`src/rtl/reg_mem_wb_multi_pkg.sv`:
```
// rtl/reg_mem_wb_multi_pkg.sv - shared widths, stall-vector layout and MEM/WB action decode
// Contents:
//   REG_ADDR_W / REG_DATA_W : default register address / data widths
//   STALL_W, STG_*          : stall-vector width and per-stage bit positions
//   wb_action_e, wb_action  : per-edge update decision for the MEM/WB register
package reg_mem_wb_multi_pkg;

  localparam int REG_ADDR_W = 5;
  localparam int REG_DATA_W = 32;

  localparam int STALL_W = 6;
  localparam int STG_PC  = 0;
  localparam int STG_IF  = 1;
  localparam int STG_ID  = 2;
  localparam int STG_EX  = 3;
  localparam int STG_MEM = 4;
  localparam int STG_WB  = 5;

  typedef enum logic [1:0] {
    WB_ADVANCE = 2'd0,
    WB_HOLD    = 2'd1,
    WB_BUBBLE  = 2'd2,
    WB_FLUSH   = 2'd3
  } wb_action_e;

  // Flush beats every stall state; s_down only matters while this stage is stalled.
  function automatic wb_action_e wb_action(input logic flush,
                                           input logic s_here,
                                           input logic s_down);
    wb_action_e act;
    if (flush)        act = WB_FLUSH;
    else if (!s_here) act = WB_ADVANCE;
    else if (s_down)  act = WB_HOLD;
    else              act = WB_BUBBLE;
    return act;
  endfunction

endpackage

```
`src/rtl/wb_conflict_resolve.sv`:
```
// rtl/wb_conflict_resolve.sv - combinational write-enable arbitration for a writeback bundle
// Ports:
//   addr_i : per-channel destination address, channel i at [i*AW +: AW]
//   we_i   : per-channel raw write enable
//   we_o   : resolved enables; at most one channel per address, x0 optionally dropped
module wb_conflict_resolve
  import reg_mem_wb_multi_pkg::*;
#(
  parameter int NUM_CH        = 2,
  parameter int AW            = REG_ADDR_W,
  parameter bit ZERO_SUPPRESS = 1'b1
) (
  input  logic [NUM_CH*AW-1:0] addr_i,
  input  logic [NUM_CH-1:0]    we_i,
  output logic [NUM_CH-1:0]    we_o
);

  logic [NUM_CH-1:0] we_pre;

  always_comb begin
    we_pre = we_i;
    if (ZERO_SUPPRESS) begin
      for (int i = 0; i < NUM_CH; i++) begin
        if (addr_i[i*AW +: AW] == '0) we_pre[i] = 1'b0;
      end
    end
  end

  // A channel loses if any later channel still writes the same address, so the
  // last channel in program order survives; comparing against the pre-conflict
  // enables keeps a three-way tie down to exactly one winner.
  always_comb begin
    we_o = we_pre;
    for (int i = 0; i < NUM_CH; i++) begin
      for (int j = i + 1; j < NUM_CH; j++) begin
        if (we_pre[j] && (addr_i[j*AW +: AW] == addr_i[i*AW +: AW])) we_o[i] = 1'b0;
      end
    end
  end

endmodule

```
`src/rtl/reg_mem_wb_multi.sv`:
```
// rtl/reg_mem_wb_multi.sv - multi-channel MEM/WB pipeline register with flush, bubble count
// Ports:
//   clk, rst       : rising-edge clock, asynchronous active-high reset
//   stall          : stall vector; bit STAGE_IDX is this stage, STAGE_IDX+1 downstream
//   flush          : squash the held bundle
//   mem_reg_waddr  : per-channel address from MEM, channel i at [i*AW +: AW]
//   mem_we         : per-channel write enable from MEM
//   mem_reg_wdata  : per-channel data from MEM, channel i at [i*DW +: DW]
//   wb_reg_waddr   : registered addresses
//   wb_we          : registered, conflict-resolved enables
//   wb_reg_wdata   : registered data
//   wb_valid       : bundle is real, not a bubble/flush
//   bubble_cnt     : saturating count of inserted bubbles
module reg_mem_wb_multi
  import reg_mem_wb_multi_pkg::*;
#(
  parameter int NUM_CH        = 2,
  parameter int AW            = REG_ADDR_W,
  parameter int DW            = REG_DATA_W,
  parameter int STALL_W       = reg_mem_wb_multi_pkg::STALL_W,
  parameter int STAGE_IDX     = STG_MEM,
  parameter bit ZERO_SUPPRESS = 1'b1,
  parameter int CNT_W         = 16
) (
  input  logic                 clk,
  input  logic                 rst,
  input  logic [STALL_W-1:0]   stall,
  input  logic                 flush,
  input  logic [NUM_CH*AW-1:0] mem_reg_waddr,
  input  logic [NUM_CH-1:0]    mem_we,
  input  logic [NUM_CH*DW-1:0] mem_reg_wdata,
  output logic [NUM_CH*AW-1:0] wb_reg_waddr,
  output logic [NUM_CH-1:0]    wb_we,
  output logic [NUM_CH*DW-1:0] wb_reg_wdata,
  output logic                 wb_valid,
  output logic [CNT_W-1:0]     bubble_cnt
);

  logic [NUM_CH*AW-1:0] waddr_q, waddr_d;
  logic [NUM_CH-1:0]    we_q, we_d;
  logic [NUM_CH*DW-1:0] wdata_q, wdata_d;
  logic                 valid_q, valid_d;
  logic [CNT_W-1:0]     cnt_q, cnt_d;

  logic [NUM_CH-1:0]    we_resolved;
  wb_action_e           action;

  wb_conflict_resolve #(
    .NUM_CH       (NUM_CH),
    .AW           (AW),
    .ZERO_SUPPRESS(ZERO_SUPPRESS)
  ) u_resolve (
    .addr_i(mem_reg_waddr),
    .we_i  (mem_we),
    .we_o  (we_resolved)
  );

  assign action = wb_action(flush, stall[STAGE_IDX], stall[STAGE_IDX+1]);

  always_comb begin
    waddr_d = waddr_q;
    we_d    = we_q;
    wdata_d = wdata_q;
    valid_d = valid_q;
    cnt_d   = cnt_q;
    unique case (action)
      WB_ADVANCE: begin
        waddr_d = mem_reg_waddr;
        we_d    = we_resolved;
        wdata_d = mem_reg_wdata;
        valid_d = 1'b1;
      end
      WB_HOLD: ;
      WB_BUBBLE: begin
        waddr_d = '0;
        we_d    = '0;
        wdata_d = '0;
        valid_d = 1'b0;
        if (cnt_q != {CNT_W{1'b1}}) cnt_d = cnt_q + CNT_W'(1);
      end
      WB_FLUSH: begin
        // Flushes are not pipeline bubbles, so the counter is left alone.
        waddr_d = '0;
        we_d    = '0;
        wdata_d = '0;
        valid_d = 1'b0;
      end
      default: ;
    endcase
  end

  always_ff @(posedge clk or posedge rst) begin
    if (rst) begin
      waddr_q <= '0;
      we_q    <= '0;
      wdata_q <= '0;
      valid_q <= 1'b0;
      cnt_q   <= '0;
    end else begin
      waddr_q <= waddr_d;
      we_q    <= we_d;
      wdata_q <= wdata_d;
      valid_q <= valid_d;
      cnt_q   <= cnt_d;
    end
  end

  assign wb_reg_waddr = waddr_q;
  assign wb_we        = we_q;
  assign wb_reg_wdata = wdata_q;
  assign wb_valid     = valid_q;
  assign bubble_cnt   = cnt_q;

endmodule

```
`config.mk`:
```
export PLATFORM = sky130hd
export DESIGN_NAME = reg_mem_wb_multi
export DESIGN_NICKNAME = d
export VERILOG_FILES = /design/src/rtl/reg_mem_wb_multi_pkg.sv /design/src/rtl/wb_conflict_resolve.sv /design/src/rtl/reg_mem_wb_multi.sv
export SDC_FILE = /design/constraint.sdc
export NUM_CORES = 1
export LEC_CHECK = 0
export CAP_MARGIN = 20
export CORE_ASPECT_RATIO = 0.8
export CORE_UTILIZATION = 43
export DETAILED_ROUTE_END_ITERATION = 8
export PLACE_DENSITY_LB_ADDON = 0.12
export SKIP_CTS_REPAIR_TIMING = 1
export SLEW_MARGIN = 20
export SYNTH_ARGS = -nofsm -noshare
export SYNTH_HDL_FRONTEND = slang
export SYNTH_SLANG_ARGS = --single-unit
```
`constraint.sdc`:
```
create_clock -name clk -period 7.6 [get_ports clk]
set_input_delay 1.52 -clock clk [delete_from_list [all_inputs] [get_ports clk]]
set_output_delay 1.52 -clock clk [all_outputs]
set_load 0.05 [all_outputs]
```
== Yosys cells after proc, flatten, opt, wreduce, memory -nomap -nowiden ==
Index checks and enable logic that the tools add are counted.

* Bits in registers: 93
* Input bits: 85

* Mux-type cells: 10
* Reduce and logical (&&, ||, !) cells: 7
* Equality and inequality tests: 4
* $add $sub $neg: 1

{| class="wikitable"
|+ Operators by type and width
! cell !! number
|-
| 64-bit one-hot mux with 2 select lines || 1
|-
| 10-bit one-hot mux with 2 select lines || 1
|-
| 16-bit by 1-bit adder with 16-bit output (second input constant) || 1
|-
| 16-bit inequality test (second input constant) || 1
|-
| 5-bit logical NOT || 2
|-
| 2-bit two-way mux || 3
|-
| 5-bit equality test || 1
|-
| 2-bit equality test (second input constant) || 2
|-
| 2-bit one-hot mux with 2 select lines || 1
|-
| 1-bit two-way mux || 3
|-
| 2-bit logical NOT || 1
|-
| 1-bit one-hot mux with 2 select lines || 1
|-
| 2-bit AND reduction || 1
|-
| 2-bit nonzero test || 1
|-
| 2-bit OR reduction || 1
|-
| 1-bit logical AND || 1
|}

== Longest topological paths before layout ==
* Depth in word-level cells: 6
* Gate-level depth with buffers: 6
* Mapped depth without buffers: 5

== Modules after synthesis ==
A second synthesis with hierarchy kept.

* Cell total of the unflattened synthesis: 257
* Area, all modules: 3643.5 µm²

{| class="wikitable"
|+ By module, submodules not included
! module !! area an instance (µm²) !! cells an instance !! instances
|-
| reg_mem_wb_multi || 3557.2 || 245 || 1
|-
| wb_conflict_resolve || 86.3 || 12 || 1
|}

== Worst setup path after synthesis ==
OpenSTA, ideal clock, no wires.

* Kind: in2reg
* Start point: input stall[5]
* End point: register cnt_q[10], in the netlist bubble_cnt[10]
* Data required time: 7.472 ns
* Slack: 4.809 ns
* Arrival: 2.663 ns
* Library setup time: 0.128 ns
* Stages: 4
* Cell sequence: or3b_1 > nor3_2 > and3_1 > mux2_1

* Cells in the longest elaborated chain, start to end: 5

{| class="wikitable"
|+ RTL lines
! what !! RTL line !! RTL
|-
| start, declared || reg_mem_wb_multi.sv:27 || <nowiki>input logic [STALL_W-1:0] stall,</nowiki>
|-
| 2-bit two-way mux || reg_mem_wb_multi_pkg.sv:33 || <nowiki>else if (s_down) act = WB_HOLD;</nowiki>
|-
| 2-bit two-way mux || reg_mem_wb_multi_pkg.sv:32 || <nowiki>else if (!s_here) act = WB_ADVANCE;</nowiki>
|-
| 2-bit two-way mux || reg_mem_wb_multi_pkg.sv:31 || <nowiki>if (flush) act = WB_FLUSH;</nowiki>
|-
| 2-bit equality test || reg_mem_wb_multi.sv:66 || <nowiki>unique case (action)</nowiki>
|-
| 2-bit AND reduction (no line) || -- ||
|-
| end signal, assigned || reg_mem_wb_multi.sv:104 || <nowiki>cnt_q <= cnt_d;</nowiki>
|-
| end, declared || reg_mem_wb_multi.sv:43 || <nowiki>logic [CNT_W-1:0] cnt_q, cnt_d;</nowiki>
|}

No other way between the ends.
A chain may end at the register's enable or synchronous reset.

== Worst setup path after layout ==
* Start point: input stall[4]
* End point: register wdata_q[23], in the netlist wb_reg_wdata[23]

* Cells in the longest elaborated chain, start to end: 5

{| class="wikitable"
|+ RTL lines
! what !! RTL line !! RTL
|-
| 2-bit two-way mux (*) || reg_mem_wb_multi_pkg.sv:32 ||
|-
| 2-bit two-way mux (*) || reg_mem_wb_multi_pkg.sv:31 ||
|-
| 2-bit equality test || reg_mem_wb_multi.sv:66 ||
|-
| 2-bit OR reduction (no line) || -- ||
|-
| 64-bit one-hot mux with 2 select lines or 2-bit nonzero test (tied branches) || -- ||
|-
| end signal, assigned || reg_mem_wb_multi.sv:102 || <nowiki>wdata_q <= wdata_d;</nowiki>
|-
| end, declared || reg_mem_wb_multi.sv:41 || <nowiki>logic [NUM_CH*DW-1:0] wdata_q, wdata_d;</nowiki>
|}

Every way passes the cells marked *; elsewhere a longest branch is shown, timed or not.

==> reports/metrics.cfg <==
[run_status]
outcome = finished clean

[worst_setup_path]
crit_type = input pin to register
cp-start-kind = input pin
r2r-start = bubble_cnt[0]$_DFFE_PP0P_
path_buf_inv = 2
ff2ff_setup_slack_ns = 5.60
slowest_stage = and3b_2
cp-startpoint = stall[4]
r2r_cells = 4
crit_end = wb_reg_wdata[23]$_DFFE_PP0P_
slowest_delay_ns = 0.67
end_kind = register
critPathTopFamily = buffers and inverters
worstPathRequired_ns = 7.89
cp_cell_sequence = clkdlybuf4s50_1 -> and3b_2 -> buf_4 -> a22o_1
r2r-end = bubble_cnt[1]$_DFFE_PP0P_
crit_cells = 4
arrival_ns = 3.53
cp_max_fo = 42

[job]
max_cap_violations = 0

[sta]
fmax_mhz = 309.0
finClkSkew_ns = 0.004848
setup-tns-final_ns = 0
final-max-slew-violation-count = 0
rsz0062_at_grt = false
tightest_slew_ns = 0.8089
hold_viol_final = 0
relSlewSlack_pct = 46.08
finalCriticalPeriod_ns = 3.236
setup_viol = 0
post-route-period-util_pct = 42.58

[route]
wirelength_um = 9109
avgRoutedWirePerCell_um = 16.90
ant_nets = 0
dr.pass1.iters = 4
drt_iter0_drc = 90
num_vias = 2826
via_per_inst = 5.243
drcViolationCount = 0

[layout]
final_cells = 539
nFillCells = 603
syn_to_final_growth_pct = 57.38
antenna_cells = 0
final_cell_area_mm2 = 0.005614
final_nets = 512
final_layout_size_suffix_gt1_share_pct = 6.265

[clock_tree]
clk_pin_slew_ns = 0.09
cts_inserted_buffers = 9
clockBufferDepth = 2
h-tree-depth = 3
cts_tree = yes
cts.sinks = 93
clock_latency_ns = 0.35
root_buffer = clkbuf_8

[yosys]
ys_types = 35
synth_compound_area_share_pct = 20.59
synth-xor-area-share_pct = 3.928
synth-adder-area-share_pct = 0.3508
ys_ff_latch = 93
synth.avg_cell_area_um2 = 13.93
syn_inst = 256
synth-simple-area-share_pct = 6.840
syn-num-nets = 342
synth_top_family_by_area = compound AO/OA/AOI/OAI gates
netlist_area_mm2 = 0.003567
seq_area_frac_synth_pct = 65.24
synthMuxAreaShare_pct = 0.6314
yosys_warnings = 0

[placed_design]
portBuffers = 173
gp_congestion = 0.7476
placed_area_mm2 = 0.005388
dpl.cell_count = 522
hpwl_um = 6214

[die]
die-area_mm2 = 0.008666
die_height_um = 83.47
core_mm2 = 0.007983
die_w_um = 103.8
initial_core_util_pct = 44.69
ios = 178
rows = 29

[global_route]
grt_pass1_wl_um = 14420
grt_start_max_net_pins = 80
gr-usage-all-layers_pct = 21.59
antenna_found_initial = 0
grt-ovfl-total = 0
grt_pass1_vias = 2721

[hold_path]
hold_class = register to register
hold_start = wb_we[1]$_DFFE_PP0P_

[power_and_ir_drop]
worst_ir_drop_vdd_uv = 123.1
p_per_area_mw_per_mm2 = 210.9
p_leak_nw = 2.444

layout by cell type (no fill, tap or decap), types with 2 or more instances in the layout:
| master | netlist | routed |
|---|---|---|
| clkdlybuf4s50_1 | 0 | 173 |
| dfrtp_1 | 93 | 93 |
| a22o_1 | 74 | 74 |
| xnor2_1 | 13 | 13 |
| clkbuf_8 | 0 | 9 |
| nand4_1 | 8 | 8 |
| nand2_1 | 7 | 7 |
| nand3_1 | 5 | 5 |
| xor2_1 | 3 | 3 |
| and3_1 | 3 | 3 |
| clkinvlp_4 | 0 | 3 |
| buf_4 | 0 | 3 |
| nor4_1 | 2 | 2 |
| clkinv_2 | 0 | 2 |
| or4_1 | 2 | 2 |
| o21ai_0 | 2 | 2 |
| o211ai_1 | 2 | 2 |
| mux2_1 | 2 | 2 |
| nor2_1 | 3 | 2 |
| o21a_1 | 2 | 2 |
cell type report:
type,count,area (um2),share of cell area [%]
Sequential cell,93,2327,41.45
Timing Repair Buffer,177,1782,31.74
Multi-Input combinational cell,143,1162,20.70
Tap cell,108,135.1,2.407
Clock buffer,9,123.9,2.206
Clock inverter,7,75.07,1.337
Inverter,2,8.758,0.1560
worst min-delay path by stage:
stage | to | slack (ns) | cells past startpoint
2_1_floorplan | wb_we[0]$_DFFE_PP0P_ | 0.74 | 2
3_3_place_gp | wb_valid$_DFFE_PP0P_ | 0.46 | 1
3_5_place_dp | wb_we[1]$_DFFE_PP0P_ | 0.47 | 2
4_1_cts | wb_we[1]$_DFFE_PP0P_ | 0.49 | 2
5_1_grt | wb_valid$_DFFE_PP0P_ | 0.50 | 1
6_report | wb_we[1]$_DFFE_PP0P_ | 0.48 | 2
worst reg2reg max path, stage by stage, from the launching register on:
cell and delay (ns):
dfrtp_1 0.43, ha_1 0.27, nand4_2 0.18, o41a_1 0.63, mux2_1 0.38
state kept, by name (all words and copies together) (netlist names):
| name | count |
|---|---|
| wb_reg_wdata | 64 |
| bubble_cnt | 16 |
| wb_reg_waddr | 10 |
| wb_we | 2 |
| wb_valid | 1 |
kinds of logic (layout without fill, tap and decap cells):
kind of cell	Yosys count	count (layout)
mux	2	2
simple gates	38	38
compound gates	86	86
xor+xnor	16	16
fa+ha+maj	1	1
buf+inv	20	195
flops	93	93
cells in the mapped netlist:
cell type / instances / share of area, %
dfrtp_1: 93 / 65
a22o_1: 74 / 18
xnor2_1: 13 / 3.2
clkbuf_1: 11 / 1.2
nand4_1: 8 / 1.4
nand2_1: 7 / 0.74
nand3_1: 5 / 0.70
and3_1: 3 / 0.53
buf_1: 3 / 0.32
buf_2: 3 / 0.42
nor2_1: 3 / 0.32
xor2_1: 3 / 0.74
inv_1: 2 / 0.21
mux2_1: 2 / 0.63
nor4_1: 2 / 0.35
o211ai_1: 2 / 0.42
o21a_1: 2 / 0.42
o21ai_0: 2 / 0.28
or4_1: 2 / 0.42
a21o_1: 1 / 0.21
a31oi_1: 1 / 0.18
a41oi_1: 1 / 0.25
and3b_1: 1 / 0.25
buf_6: 1 / 0.32
ha_1: 1 / 0.35
nand3_2: 1 / 0.28
nand4_2: 1 / 0.35
nor2b_1: 1 / 0.18
nor3_2: 1 / 0.28
nor3b_1: 1 / 0.21
nor4_4: 1 / 0.60
o21ai_1: 1 / 0.14
o31ai_1: 1 / 0.21
o41a_1: 1 / 0.32
or3b_1: 1 / 0.25
layer usage:
| layer | GRT usage [%] | wire, um | part of all wire (%) |
|---|---|---|---|
| met5 | 0 | 0 | 0 |
| met4 | 6.753 | 106 | 1.2 |
| met1 | 29.65 | 4119 | 45 |
| met2 | 32.24 | 4178 | 46 |
| met3 | 7.650 | 705 | 7.7 |
stage by stage:
stage / power (mW) / util (%) / setup slack (ns) / hold WS [ns]
after floorplan: 0.7333 / - / 3.660 / 0.7429
after global placement: 0.8570 / 67.49 / 4.014 / 0.4591
after detailed placement: 0.8613 / 67.49 / 3.988 / 0.4673
after CTS: 1.192 / 69.98 / 4.354 / 0.4895
after global routing: 1.231 / 70.33 / 4.214 / 0.5005
final: 1.184 / 70.33 / 4.364 / 0.4831
report_power, final:
part           total [mW]  internal (mW)  switching (mW)
sequential          0.558          0.526          0.0318
clock               0.332          0.153           0.179
combinational       0.294          0.118           0.175
Note: power is estimated with default switching activity, not from simulation.
